[src/rtl/dmem_lsu.sv]
// Byte-addressable data memory with request/response handshake,
// configurable access latency and fault reporting for RV32I loads/stores.
module dmem_lsu #(
  parameter int unsigned DEPTH_WORDS = 64,
  parameter int unsigned LATENCY     = 1
) (
  input  logic        clk,
  input  logic        reset,
  input  logic        req_valid,
  output logic        req_ready,
  input  logic        req_write,
  input  logic [2:0]  req_funct3,
  input  logic [31:0] req_addr,
  input  logic [31:0] req_wdata,
  output logic        resp_valid,
  output logic [31:0] resp_rdata,
  output logic        resp_fault
);

  localparam int unsigned AW = $clog2(DEPTH_WORDS);

  typedef enum logic [1:0] {
    S_IDLE,
    S_BUSY,
    S_RESP
  } state_t;

  state_t      r_state;
  logic [3:0]  r_cnt;
  logic        r_write;
  logic [2:0]  r_funct3;
  logic [31:0] r_addr;
  logic [31:0] r_wdata;
  logic [31:0] r_mem [DEPTH_WORDS];

  logic [AW-1:0] w_idx;
  logic [31:0]   w_word;
  logic          w_legal;
  logic          w_misaligned;
  logic          w_fault;
  logic [7:0]    w_byte;
  logic [15:0]   w_half;
  logic [31:0]   w_load_data;
  logic [3:0]    w_wmask;
  logic [31:0]   w_wlanes;
  logic          w_do_access;

  assign req_ready   = (r_state == S_IDLE);
  assign w_idx       = r_addr[AW+1:2];
  assign w_word      = r_mem[w_idx];
  assign w_do_access = (r_state == S_BUSY) && (r_cnt == 4'd0);

  // Decode legality, alignment, load extraction and store lane placement
  always_comb begin
    w_legal      = 1'b0;
    w_misaligned = 1'b0;
    w_load_data  = '0;
    w_wmask      = '0;
    w_wlanes     = '0;
    w_byte       = w_word[8*r_addr[1:0] +: 8];
    w_half       = r_addr[1] ? w_word[31:16] : w_word[15:0];

    case (r_funct3)
      3'b000: w_legal = 1'b1;
      3'b001: begin
        w_legal      = 1'b1;
        w_misaligned = r_addr[0];
      end
      3'b010: begin
        w_legal      = 1'b1;
        w_misaligned = |r_addr[1:0];
      end
      3'b100: w_legal = !r_write;
      3'b101: begin
        w_legal      = !r_write;
        w_misaligned = r_addr[0];
      end
      default: w_legal = 1'b0;
    endcase
    w_fault = !w_legal || w_misaligned;

    case (r_funct3)
      3'b000:  w_load_data = {{24{w_byte[7]}}, w_byte};
      3'b001:  w_load_data = {{16{w_half[15]}}, w_half};
      3'b010:  w_load_data = w_word;
      3'b100:  w_load_data = {24'd0, w_byte};
      3'b101:  w_load_data = {16'd0, w_half};
      default: w_load_data = '0;
    endcase

    case (r_funct3)
      3'b000: begin
        w_wmask  = 4'b0001 << r_addr[1:0];
        w_wlanes = {4{r_wdata[7:0]}};
      end
      3'b001: begin
        w_wmask  = r_addr[1] ? 4'b1100 : 4'b0011;
        w_wlanes = {2{r_wdata[15:0]}};
      end
      3'b010: begin
        w_wmask  = 4'b1111;
        w_wlanes = r_wdata;
      end
      default: begin
        w_wmask  = '0;
        w_wlanes = '0;
      end
    endcase
  end

  // Request sequencing and registered response
  always_ff @(posedge clk) begin
    if (reset) begin
      r_state    <= S_IDLE;
      r_cnt      <= '0;
      r_write    <= 1'b0;
      r_funct3   <= '0;
      r_addr     <= '0;
      r_wdata    <= '0;
      resp_valid <= 1'b0;
      resp_rdata <= '0;
      resp_fault <= 1'b0;
    end else begin
      case (r_state)
        S_IDLE: begin
          if (req_valid) begin
            r_write  <= req_write;
            r_funct3 <= req_funct3;
            r_addr   <= req_addr;
            r_wdata  <= req_wdata;
            r_cnt    <= 4'(LATENCY);
            r_state  <= S_BUSY;
          end
        end
        S_BUSY: begin
          if (r_cnt != 4'd0) begin
            r_cnt <= r_cnt - 4'd1;
          end else begin
            r_state    <= S_RESP;
            resp_valid <= 1'b1;
            resp_fault <= w_fault;
            resp_rdata <= (w_fault || r_write) ? '0 : w_load_data;
          end
        end
        S_RESP: begin
          resp_valid <= 1'b0;
          r_state    <= S_IDLE;
        end
        default: r_state <= S_IDLE;
      endcase
    end
  end

  // Byte-lane RAM write; contents are never reset
  always_ff @(posedge clk) begin
    if (!reset && w_do_access && r_write && !w_fault) begin
      for (int unsigned i = 0; i < 4; i++) begin
        if (w_wmask[i]) begin
          r_mem[w_idx][8*i +: 8] <= w_wlanes[8*i +: 8];
        end
      end
    end
  end

endmodule

[config.mk]
export PLATFORM = sky130hd
export DESIGN_NAME = dmem_lsu
export DESIGN_NICKNAME = d
export VERILOG_FILES = /design/src/rtl/dmem_lsu.sv
export SDC_FILE = /design/constraint.sdc
export NUM_CORES = 2
export LEC_CHECK = 0
export CAP_MARGIN = 20
export CORE_MARGIN = 3
export CORE_UTILIZATION = 47
export CTS_CLUSTER_SIZE = 30
export DETAILED_ROUTE_END_ITERATION = 16
export PLACE_DENSITY_LB_ADDON = 0.2
export SKIP_LAST_GASP = 1
export SYNTH_ARGS = -nofsm -noshare
export SYNTH_HDL_FRONTEND = slang
export SYNTH_SLANG_ARGS = --single-unit
export TNS_END_PERCENT = 50
[constraint.sdc]
create_clock -name clk -period 4.57 [get_ports clk]
set_input_delay 1.1425 -clock clk [delete_from_list [all_inputs] [get_ports clk]]
set_output_delay 1.1425 -clock clk [all_outputs]
set_load 0.02 [all_outputs]
## Word level (Yosys, flattened, before mapping)

Memory sizes are Yosys's and may differ from the RTL's. A register that Yosys moved wholly into a read port is not among the register bits.
Index checks and enable logic that the tools add are counted.
Widths: inputs -> output; s select.

| cells by class | value |
|---|---|
| $add $sub $neg | 1 |
| equality and inequality tests | 9 |
| shifts and indexed selects | 2 |
| multiplexer cells | 30 |
| bitwise logic cells | 1 |
| reductions and logical operators | 25 |

Operators by type and width:

| operator | count |
|---|---|
| $pmux 32 s5 | 1 |
| $pmux 32 s3 | 1 |
| $mux 32 | 1 |
| $shiftx 32x6->8 | 1 |
| $mux 16 | 1 |
| $mux 1 | 13 |
| $mux 4 | 3 |
| $mux 6 | 2 |
| $pmux 4 s3 | 1 |
| $pmux 4 s2 | 1 |
| $reduce_and 2->1 | 4 |
| $eq 3x3->1 const B | 2 |
| $pmux 1 s2 | 3 |
| $reduce_or 2->1 | 3 |
| $logic_and 1x1->1 | 4 |
| $logic_not 1->1 | 4 |
| $logic_not 4->1 | 1 |
| $mux 2 | 2 |
| $ne 2x2->1 const B | 2 |
| $pmux 2 s2 | 1 |
| $reduce_bool 2->1 | 2 |
| $reduce_bool 4->1 | 1 |
| $shl 1x2->4 const A | 1 |
| $sub 4x1->4 const B | 1 |
| 11 further kinds | 12 |

| storage, ports and cells | value |
|---|---|
| register bits | 84 |
| bits in writable memories | 2048 |
| input port bits | 71 |
| output and inout bits | 35 |
| memories | 1 |

Memories:

| name | depth | bits a word | read ports | clocked after memory_dff | write ports | line | text |
|---|---|---|---|---|---|---|---|
| r_mem | 64 | 32 | 1 | 1 | 1 | 34 | `logic [31:0] r_mem [DEPTH_WORDS];` |

## Depth between registers and ports, before layout

| logic depth | value |
|---|---|
| depth after elaboration | 9 |
| depth in mapped cells | 14 |
| depth with buffers taken out | 9 |

## Worst setup path after synthesis

No wires, ideal clock.

| timing | value |
|---|---|
| path type | reg2reg |
| from | register r_funct3[1] |
| to | memory r_mem[0][10], data pin |
| arrival time | 2978 ps |
| required time | 4071 ps |
| slack | 1093 ps |
| cell stages (with the launch flop) | 8 |
| path buffers | 3 |
| cell sequence | dfxtp_1 > clkbuf_1 > nor2b_1 > clkbuf_1 > or2_2 > clkbuf_1 > a22oi_1 > nor2_1 |

| on the way | value |
|---|---|
| cells in the longest elaborated chain, start to end | 2 |
| elaborated cells on any way between the ends | 4 |

RTL lines:

| what | line | text |
|---|---|---|
| from (decl) | 31 | `logic [2:0] r_funct3;` |
| from (signal assigned) | 128 | `r_funct3 <= req_funct3;` |
| $eq 3x2->1, or another cell as far along | 91 | `case (r_funct3)` |
| $pmux 32 s3 (*) | 91 |  |
| named net w_wlanes[10] | 45 | `logic [31:0] w_wlanes;` |
| to (decl) | 34 |  |

Mark *: on every way through the listed nets, which the timed path passes. The rest lies on a longest branch.

==> impl_results.md <==
* Syn. warnings at 0
* Avg WL per Cell at 32.3 µm
* Initial Util at 47.5%
* Drt first pass iters at 14
* DRC at 0
* Hold violation count in the final report at 0
* CP Class: flop to flop
* CP top delay family: multiplexers
* Std-Cell Core Area at about 0.18 mm²
* Leading cell type in the layout, fill and taps excluded: edfxtp_1
* Top-level I/O count at between 100 and 150
* Synthesized area at approximately 0.084 mm²
* Clock root buffer: clkbuf_16
* Hpwl dp at between 150000 and 200000 µm
* Critical path, cell by cell: buf_12, buf_4, mux4_2, mux2_2, a221oi_1, mux2i_1, a22oi_1, nand3_1, a22o_1
* Net Count, Synth at ~4300
* Arr. time, crit path at 4.73 ns
* CP Launch Type: flop
* Clock buffer count from CTS at between 200 and 250
* Crit-path max FO at 23
* Final WL at between 200000 and 250000 µm
* WHS at 0.456 ns
* Detail Route Antenna Nets at 0
* Clock skew at about 0.039 ns
* Num rows at about 150
* Async S/R FF share, synth at 0%
* Worst Hold Class: flop to flop
* CP peak stage delay at between 0.8 and 0.9 ns
* Initial antenna violation count at 11
* Fin Setup TNS at 0 ns
* # port buffers at between 80 and 90
* WP data required at about 5.3 ns
* Ys flop type: edfxtp_1
* Final Core Density at 54.6%
* CP endpoint kind: flop
* Post-Syn Area per Cell at around 20 µm²
* Clock-pin slew on the worst setup and hold paths at ~0.06 ns
* Relative slew slack at approximately 26%
* Ratio of final minimum period to clock period at between 80% and 90%
* Most frequent cells in the layout: edfxtp_1 (2048), mux4_2 (486), buf_4 (360)
* Worst slew pin tran at about 1.1 ns
* CTS tree: done
* Share of layout cells above drive strength 1 at 25.6%
* Clk Latency, worst-skew pair at 0.85 ns
* Synth unique cells at 67
* Power after layout at approximately 0.042 W
* RSZ-0062 raised after global routing: no
* Clock H-tree levels at 4
* Synthesized instance count at roughly 4300
* Power Density at roughly 430 mW/mm²
* Status: finished, final reports clean
* First-pass GRT wire length at roughly 330000 µm
* Vias post-DR at roughly 44000
* Clock Sinks at between 2000 and 2500
* Total gr overflow at 0
* Register area share after synthesis at about three quarters
* Max-slew violation count at 0
* Area delta synth->final at 14.9%
* Die Ht at 429 µm
* Post-CTS resize count at 0
* Postcts setup bufs at 0
* Total GRT Usage at between 20% and 30%
* Post-synth EDFFs at a little over 2000
* Final setup fails at 0
* Max Clk Rate at 251 MHz
* Vias in the first global route at about 43000
* Peak VDD IR at between 400 and 500 µV
* Total area of sequential cells at 0.0633 mm²
* Die area at roughly 0.18 mm²
* Via density at 6.09
* Worst path slowest cell: dfxtp_4
* MaxCap Viol Count at 0
* NumNets Final at roughly 4800
* RePlAce Congestion at 0.944
* Multi-input logic area at 0.0196 mm²
* Fillers at approximately 14000
* Leakage at roughly 29 nW
* Cts hold-fix bufs at 0
* Yosys reg bits at between 2000 and 2500
* Drt initial violations at around 6000
* Worst path bufs/invs at 2
* Largest net degree at the start of global routing at between 70 and 80
* Fin crit period at around 4 ns
* Longest Clk Path Bufs at 3
* Die W at roughly 430 µm
## path summary, 6_finish.rpt
kind	from	end	slack, ns	cells past startpoint
max	flop	resp_rdata[3]$_SDFFE_PP0P_	0.58	9
max reg2reg	flop	resp_rdata[3]$_SDFFE_PP0P_	0.58	9
min reg2reg	resp_rdata[16]$_SDFFE_PP0P_	resp_rdata[16]$_SDFFE_PP0P_	0.46	2
min	resp_rdata[16]$_SDFFE_PP0P_	resp_rdata[16]$_SDFFE_PP0P_	0.46	2
## state kept, by name, indices dropped and copies added (netlist names), named ones only
signal	cells
r_wdata	32
r_state	2
resp_fault	1
r_funct3	3
resp_valid	1
r_cnt	4
resp_rdata	32
r_mem	2048
r_addr	8
r_write	1
## Yosys cell counts, types with 9 or more instances
cell type  number  share of area [%]
clkbuf_1      108               0.48
buf_1          21              0.094
nor2b_1        39               0.29
nand4_1        10              0.074
o21ai_1        32               0.19
a221oi_1       17               0.18
a22o_1         11               0.11
inv_1           9              0.040
mux2_1          9               0.12
nor3_1         21               0.13
o221ai_1       11               0.11
a22oi_1        67               0.60
a21oi_1       117               0.70
dfxtp_1        90                2.1
buf_2          56               0.33
edfxtp_1     2048                 73
mux4_2        486                 13
nand2_1       227                1.0
nand3_1        31               0.18
and2_1         15               0.11
a211oi_1       33               0.29
o22ai_1        37               0.28
mux2i_1       230                2.7
mux2_2         27               0.36
nand2b_1       11              0.082
buf_4          52               0.46
buf_6          20               0.27
nor2_1        357                1.6
## routing by layer
layer	track usage (%)	part of all wire, %	vias up
met1	35.4	40	23100
met3	6.27	9.6	409
li1	-	-	18200
met5	0.182	0.15	-
met4	8.77	3.8	16
met2	38.8	47	2136
## area by class of cell
type,count,area share (%)
Sequential cell,2138,65.6
Multi-Input combinational cell,1871,20.3
Clock buffer,266,5.75
Timing Repair Buffer,470,4.24
Tap cell,2340,3.03
Clock inverter,107,1.02
Inverter,10,0.0389
Antenna cell,9,0.0233
## worst register-to-register path: stages (launching register included)
cell and delay, ns:
dfxtp_4 0.86, buf_12 0.27, buf_4 0.34, mux4_2 0.55
mux2_2 0.29, a221oi_1 0.69, mux2i_1 0.34, a22oi_1 0.24
nand3_1 0.10, a22o_1 0.20
## cell families after synthesis
group | after synthesis | synth area share [%]
flops | 2138 | 75.3
compound gates | 376 | 2.98
xor+xnor | 2 | 0.0208
buf+inv | 267 | 1.69
simple gates | 739 | 3.71
fa+ha+maj | 2 | 0.0298
mux | 752 | 16.2
## report_power, final
group | leakage (nW) | internal, W | switching, W
Combinational | 7.29 | 0.00113 | 0.00206
Sequential | 18.4 | 0.0217 | 0.000139
Clock | 3.19 | 0.00944 | 0.00714
Total | 28.9 | 0.0323 | 0.00934
## through the flow
stage	cell area, µm²	setup WS, ns	instances
finish	96500	0.580	7211
detailed placement	89900	0.609	6824
CTS	96400	0.610	7197
floorplan	84000	1.09	4276
global route	96500	0.485	7202
global placement	89900	0.623	6824
(Power assumes the default switching activity.)
